**config.mk**
```make
export PLATFORM = sky130hd
export DESIGN_NAME = alu_nibble_sequencer_flat
export DESIGN_NICKNAME = d
export VERILOG_FILES = /design/src/rtl/alu_seq_pkg.sv /design/src/rtl/alu_nibble_sequencer_if.sv /design/src/rtl/alu_nibble_sequencer.sv /design/src/flat_wrapper.sv
export SDC_FILE = /design/constraint.sdc
export NUM_CORES = 1
export LEC_CHECK = 0
export CAP_MARGIN = 10
export CORE_MARGIN = 3
export CORE_UTILIZATION = 48
export DETAILED_ROUTE_END_ITERATION = 10
export GPL_TIMING_DRIVEN = 0
export PLACE_DENSITY_LB_ADDON = 0.1
export SYNTH_ARGS = -nofsm -noshare
export SYNTH_HDL_FRONTEND = slang
export SYNTH_SLANG_ARGS = --single-unit
```
**constraint.sdc**
```tcl
create_clock -name clk -period 2.4 [get_ports clk]
set_input_delay 0.6 -clock clk [delete_from_list [all_inputs] [get_ports clk]]
set_output_delay 0.6 -clock clk [all_outputs]
set_load 0.1 [all_outputs]
```
**src/rtl/alu_seq_pkg.sv**
```systemverilog
// rtl/alu_seq_pkg.sv - shared types and constants for the nibble ALU sequencer
package alu_seq_pkg;

  typedef enum logic [1:0] {
    IDLE = 2'd0,
    RUN  = 2'd1,
    DONE = 2'd2
  } seq_state_t;

  localparam int NIBBLE_W = 4;

  // Slice select codes; S_ADD and S_XOR share an encoding and differ only by M.
  localparam logic [3:0] S_ADD    = 4'b1001;
  localparam logic [3:0] S_XOR    = 4'b1001;
  localparam logic [3:0] S_PASS_A = 4'b1111;

endpackage

```
**src/rtl/alu_nibble_sequencer_if.sv**
```systemverilog
// rtl/alu_nibble_sequencer_if.sv - request/response handshake bundle for the nibble ALU sequencer
interface alu_nibble_sequencer_if #(
  parameter int WIDTH = 16
) ();

  logic             req_valid;
  logic             req_ready;
  logic [3:0]       req_s;
  logic             req_m;
  logic             req_cin;
  logic [WIDTH-1:0] req_a;
  logic [WIDTH-1:0] req_b;

  logic             rsp_valid;
  logic             rsp_ready;
  logic [WIDTH-1:0] rsp_f;
  logic             rsp_cout;
  logic             rsp_zero;

  // Requester side: issues operations and consumes results.
  modport master (
    output req_valid, req_s, req_m, req_cin, req_a, req_b,
    input  req_ready,
    input  rsp_valid, rsp_f, rsp_cout, rsp_zero,
    output rsp_ready
  );

  // Sequencer side.
  modport slave (
    input  req_valid, req_s, req_m, req_cin, req_a, req_b,
    output req_ready,
    output rsp_valid, rsp_f, rsp_cout, rsp_zero,
    input  rsp_ready
  );

endinterface

```
**src/rtl/alu_nibble_sequencer.sv**
```systemverilog
// rtl/alu_nibble_sequencer.sv - drives a 4-bit ALU slice nibble-serially to execute WIDTH-bit operations
module alu_nibble_sequencer
  import alu_seq_pkg::*;
#(
  parameter int WIDTH = 16
) (
  input  logic                clk,
  input  logic                rst,
  alu_nibble_sequencer_if.slave bus,
  output logic [NIBBLE_W-1:0] alu_a,
  output logic [NIBBLE_W-1:0] alu_b,
  output logic [3:0]          alu_s,
  output logic                alu_m,
  output logic                alu_cn,
  input  logic [NIBBLE_W-1:0] alu_f,
  input  logic                alu_cn4
);

  localparam int NIBBLES = WIDTH / NIBBLE_W;
  localparam int NIB_W   = (NIBBLES > 1) ? $clog2(NIBBLES) : 1;
  localparam logic [NIB_W-1:0] LAST_NIB = NIB_W'(NIBBLES - 1);

  seq_state_t       state;
  seq_state_t       state_nxt;
  logic [WIDTH-1:0] a_q;
  logic [WIDTH-1:0] b_q;
  logic [WIDTH-1:0] res_q;
  logic [3:0]       s_q;
  logic             m_q;
  logic             carry_q;
  logic [NIB_W-1:0] nib;
  logic             last_nib;

  assign last_nib = (nib == LAST_NIB);

  // State register; reset aborts any operation in flight without a response.
  always_ff @(posedge clk or posedge rst) begin
    if (rst) begin
      state <= IDLE;
    end else begin
      state <= state_nxt;
    end
  end

  // Next-state decode: accept, walk the nibbles, hold the result until taken.
  always_comb begin
    state_nxt = state;
    case (state)
      IDLE:    if (bus.req_valid) state_nxt = RUN;
      RUN:     if (last_nib)      state_nxt = DONE;
      DONE:    if (bus.rsp_ready) state_nxt = IDLE;
      default: state_nxt = IDLE;
    endcase
  end

  // Datapath: latch operands on accept, then capture one slice result per cycle and chain its carry.
  always_ff @(posedge clk or posedge rst) begin
    if (rst) begin
      a_q     <= '0;
      b_q     <= '0;
      res_q   <= '0;
      s_q     <= '0;
      m_q     <= 1'b0;
      carry_q <= 1'b0;
      nib     <= '0;
    end else begin
      case (state)
        IDLE: begin
          if (bus.req_valid) begin
            a_q     <= bus.req_a;
            b_q     <= bus.req_b;
            s_q     <= bus.req_s;
            m_q     <= bus.req_m;
            carry_q <= bus.req_cin;
            nib     <= '0;
          end
        end
        RUN: begin
          res_q[NIBBLE_W*nib +: NIBBLE_W] <= alu_f;
          carry_q                         <= alu_cn4;
          if (!last_nib) nib <= nib + 1'b1;
        end
        default: ;
      endcase
    end
  end

  // Outputs decoded from state only, so handshake inputs never reach handshake outputs combinationally.
  always_comb begin
    alu_a         = '0;
    alu_b         = '0;
    alu_s         = '0;
    alu_m         = 1'b0;
    alu_cn        = 1'b0;
    bus.req_ready = (state == IDLE);
    bus.rsp_valid = (state == DONE);
    bus.rsp_f     = '0;
    bus.rsp_cout  = 1'b0;
    if (state == RUN) begin
      alu_a  = a_q[NIBBLE_W*nib +: NIBBLE_W];
      alu_b  = b_q[NIBBLE_W*nib +: NIBBLE_W];
      alu_s  = s_q;
      alu_m  = m_q;
      alu_cn = carry_q;
    end
    if (state == DONE) begin
      bus.rsp_f    = res_q;
      bus.rsp_cout = carry_q;
    end
    bus.rsp_zero = (bus.rsp_f == '0);
  end

endmodule

```
**src/flat_wrapper.sv**
```systemverilog
// flat-port wrapper written by rule: the top's interface ports become plain ports
module alu_nibble_sequencer_flat import alu_seq_pkg::*;
#(
  parameter int WIDTH = 16
)
  (clk, rst, alu_a, alu_b, alu_s, alu_m, alu_cn, alu_f, alu_cn4, bus_req_valid, bus_req_s, bus_req_m, bus_req_cin, bus_req_a, bus_req_b, bus_req_ready, bus_rsp_valid, bus_rsp_f, bus_rsp_cout, bus_rsp_zero, bus_rsp_ready);
  alu_nibble_sequencer_if #(.WIDTH(WIDTH)) bus_i ();
  input  logic clk;
  input  logic rst;
  output logic [NIBBLE_W-1:0] alu_a;
  output logic [NIBBLE_W-1:0] alu_b;
  output logic [3:0] alu_s;
  output logic alu_m;
  output logic alu_cn;
  input  logic [NIBBLE_W-1:0] alu_f;
  input  logic alu_cn4;
  input wire logic [$bits(bus_i.req_valid)-1:0] bus_req_valid;
  input wire logic [$bits(bus_i.req_s)-1:0] bus_req_s;
  input wire logic [$bits(bus_i.req_m)-1:0] bus_req_m;
  input wire logic [$bits(bus_i.req_cin)-1:0] bus_req_cin;
  input wire logic [$bits(bus_i.req_a)-1:0] bus_req_a;
  input wire logic [$bits(bus_i.req_b)-1:0] bus_req_b;
  output wire logic [$bits(bus_i.req_ready)-1:0] bus_req_ready;
  output wire logic [$bits(bus_i.rsp_valid)-1:0] bus_rsp_valid;
  output wire logic [$bits(bus_i.rsp_f)-1:0] bus_rsp_f;
  output wire logic [$bits(bus_i.rsp_cout)-1:0] bus_rsp_cout;
  output wire logic [$bits(bus_i.rsp_zero)-1:0] bus_rsp_zero;
  input wire logic [$bits(bus_i.rsp_ready)-1:0] bus_rsp_ready;
  assign bus_i.req_valid = bus_req_valid;
  assign bus_i.req_s = bus_req_s;
  assign bus_i.req_m = bus_req_m;
  assign bus_i.req_cin = bus_req_cin;
  assign bus_i.req_a = bus_req_a;
  assign bus_i.req_b = bus_req_b;
  assign bus_req_ready = bus_i.req_ready;
  assign bus_rsp_valid = bus_i.rsp_valid;
  assign bus_rsp_f = bus_i.rsp_f;
  assign bus_rsp_cout = bus_i.rsp_cout;
  assign bus_rsp_zero = bus_i.rsp_zero;
  assign bus_i.rsp_ready = bus_rsp_ready;
  alu_nibble_sequencer #(.WIDTH(WIDTH)) u_core (.clk(clk), .rst(rst), .bus(bus_i), .alu_a(alu_a), .alu_b(alu_b), .alu_s(alu_s), .alu_m(alu_m), .alu_cn(alu_cn), .alu_f(alu_f), .alu_cn4(alu_cn4));
endmodule
```
==> impl_metrics.py, run 1 <==
metrics = {
    "status": {
        "status": "complete, no violations",
    },
    "die": {
        "die-area_sq_um": 6930,
        "core_area_sq_um": 5640,
        "rows": 27,
        "die_y_microns": 83.2,
        "die_w_microns": 83.2,
        "start_util_pct": 50.8,
        "io_pins": 81,
    },
    "logic_synthesis": {
        "yosys-mux-area-fraction_pct": 21.5,
        "synth_fp_nets": 259,
        "synth_xor_area_share_pct": 0,
        "ys_seq_area_share_pct": 50.7,
        "synthAdderAreaFrac_pct": 2.62,
        "ys_ff_latch": 58,
        "synth_top_area_share_pct": 50.7,
        "yosysTopAreaCell": "dfrtp_1",
        "synth_top_family_by_area": "multiplexers",
        "synth_area_leaders": "dfrtp_1 51%, mux2_1 15%, and2_1 6.8%",
        "avgSynthCellArea_sq_um": 13.9,
        "netlist_area_sq_um": 2860,
        "syn_inst": 206,
        "synth-compound-area-share_pct": 5.77,
        "ys_warn_count": 0,
        "synthSimpleGateAreaFrac_pct": 15.8,
        "ys_types": 30,
    },
    "drt": {
        "vias": 1968,
        "ant_nets": 0,
        "first_pass_iters": 5,
        "vias_per_cell": 5.22,
        "drt_first_iter_violations": 50,
        "wl_microns": 5930,
        "drcViolationCount": 0,
        "wl_per_cell_microns": 15.7,
    },
    "clock_network": {
        "cts_buffer_depth": 2,
        "cts_max_level": 3,
        "cts_buffers": 9,
        "clkSinkCount": 58,
        "worstSkewPairLatency_ns": 0.32,
        "cts_tree": "done",
        "root_buffer": "clkbuf_8",
        "path_clk_slew_ns": 0.06,
    },
    "finish": {
        "final_core_util_pct": 72.3,
        "areaGrowthSynthToFinish_pct": 42.4,
        "drive_above_1_share_pct": 30.8,
        "fillers": 422,
        "fin_area_sq_um": 4080,
        "mostFrequentLayoutCell": "dfrtp_1",
        "multi_input_area_sq_um": 1330,
        "fin_nets": 354,
        "register_area_sq_um": 1450,
        "diodes": 0,
        "final_cell_mix": "57 x dfrtp_1, 46 x clkdlybuf4s50_1, 37 x mux2_1",
    },
    "worst_setup_path": {
        "r2r_start": "u_core.nib[1]",
        "ff2ff_setup_slack_ns": 0.41,
        "required_ns": 1.80,
        "path_max_fanout": 3,
        "rr_worst_depth": 6,
        "cp.arrival_ns": 1.75,
        "crit_type": "register to primary output",
        "cp-end-kind": "primary output",
        "cp-startpoint": "u_core.nib[0]",
        "timing.rr.end": "u_core.res_q[11]",
        "start_kind": "register",
        "endpoint": "alu_b[3]",
    },
    "sta": {
        "setup_viol": 0,
        "hold_viol": 0,
        "maxSlewViolCount": 0,
        "period_share_pct": 98.0,
        "clock_skew_ns": 0.00775,
        "tightest_slew_ns": 0.546,
        "fin_crit_ns": 2.35,
        "fin_tns_setup_ns": 0,
        "hold_slack_ns": 0.473,
        "fmaxAchievable_mhz": 425,
        "rsz0062_at_grt": "true",
        "slew_headroom_pct": 63.8,
    },
    "hold_path": {
        "hp-class": "register to register",
    },
    "place": {
        "numPortBuffers": 80,
        "dpl_cell_area_sq_um": 3790,
        "gp_congestion": 0.771,
        "dp.final_hpwl_microns": 4400,
    },
    "global_routing": {
        "grt_overflow_total": 0,
        "grt_pass1_vias": 2063,
        "grt_pass1_wl_microns": 10000,
        "grt_max_degree": 37,
        "antenna_found_initial": 0,
        "track_usage_pct": 18.5,
    },
    "run": {
        "drv_cap": 0,
    },
}
## state kept, by name, summed over array words and instances (netlist names)
name            cells
u_core.a_q         16
u_core.b_q         16
u_core.carry_q      1
u_core.m_q          1
u_core.nib          2
u_core.res_q       16
u_core.s_q          4
u_core.state        2
## kinds of logic after synthesis
logic type / count (synthesis)
adder cells (fa/ha/maj): 6
AND/OR/NAND/NOR: 59
AO/OA/AOI/OAI: 20
multiplexers: 46
buffers and inverters: 17
flip-flops: 58
## routing by layer
| layer | GRT usage [%] | wire length, microns | share of wire (%) | vias up |
|---|---|---|---|---|
| met5 | 0 | 0 | 0 | - |
| met1 | 20.3 | 2260 | 38 | 976 |
| met3 | 8.53 | 380 | 6.4 | 6 |
| met2 | 32.4 | 3220 | 54 | 51 |
| met4 | 4.46 | 59 | 1.0 | 0 |
| li1 | - | - | - | 935 |
## per-stage QoR
stage / setup slack (ns) / std cells
2_1_floorplan: 0.0485 / 206
3_3_place_gp: -0.793 / 358
3_5_place_dp: -0.817 / 359
4_1_cts: 0.000179 / 376
5_1_grt: -0.0189 / 377
6_report: 0.0482 / 377
## cell usage after synthesis, drive strengths merged
library cell,count
nand4,1
nor4,4
inv,5
nor2,3
mux4,8
nand2,5
nand2b,2
nor4b,4
dfrtp,58
nor2b,2
a22o,16
or3b,1
mux2,38
o21ai,2
nand3b,4
a21oi,1
and2,31
clkbuf,4
buf,8
ha,6
a221o,1
nor3b,2
## what timing repair did
item / CTS / global route
endpoints found under the setup margin: 34 / 33
setup buffers: 2 / 1
gates cloned: 0 / 0
hold buffers: 0 / 0
hold endpoints to repair: 0 / 0
resized for setup: 204 / 43
## worst max-delay path: stages, from the launching register on
cell,delay [ns]
dfrtp_2,0.39
buf_4,0.14
mux4_1,0.52
and2_1,0.21
buf_12,0.17
## cell type report
type / count / area share (%)
Buffer: 12 / 2.76
Clock buffer: 13 / 4.14
Clock inverter: 2 / 0.859
Inverter: 5 / 0.460
Multi-Input combinational cell: 131 / 32.7
Sequential cell: 58 / 35.6
Tap cell: 72 / 2.21
Timing Repair Buffer: 84 / 21.3
## worst min path at each step
stage | depth (start not counted) | startpoint | end | slack, ns
after detailed placement | 1 | u_core.b_q[7] | u_core.b_q[7] | 0.47
after floorplan | 1 | u_core.b_q[7] | u_core.b_q[7] | 0.45
after global placement | 1 | u_core.a_q[7] | u_core.a_q[7] | 0.46
after global routing | 1 | u_core.s_q[3] | u_core.s_q[3] | 0.49
final | 1 | u_core.m_q | u_core.m_q | 0.47
after CTS | 1 | u_core.b_q[7] | u_core.b_q[7] | 0.48
Power of run 1 is left out: the tool's default activity adds up to more than one toggle a clock period on the data nets, which glitch-free logic cannot reach.
==> inputs of run 2 (changes only) <==
--- a/config.mk
+++ b/config.mk
@@ -5,7 +5,7 @@
 export SDC_FILE = /design/constraint.sdc
 export NUM_CORES = 1
 export LEC_CHECK = 0
-export CAP_MARGIN = 10
+export CAP_MARGIN = 20
 export CORE_MARGIN = 3
 export CORE_UTILIZATION = 48
 export DETAILED_ROUTE_END_ITERATION = 10
==> results of run 2 <==
The final DEF is identical to that of run 1; final timing and power are the same.
Power of run 2 is left out for the same reason.
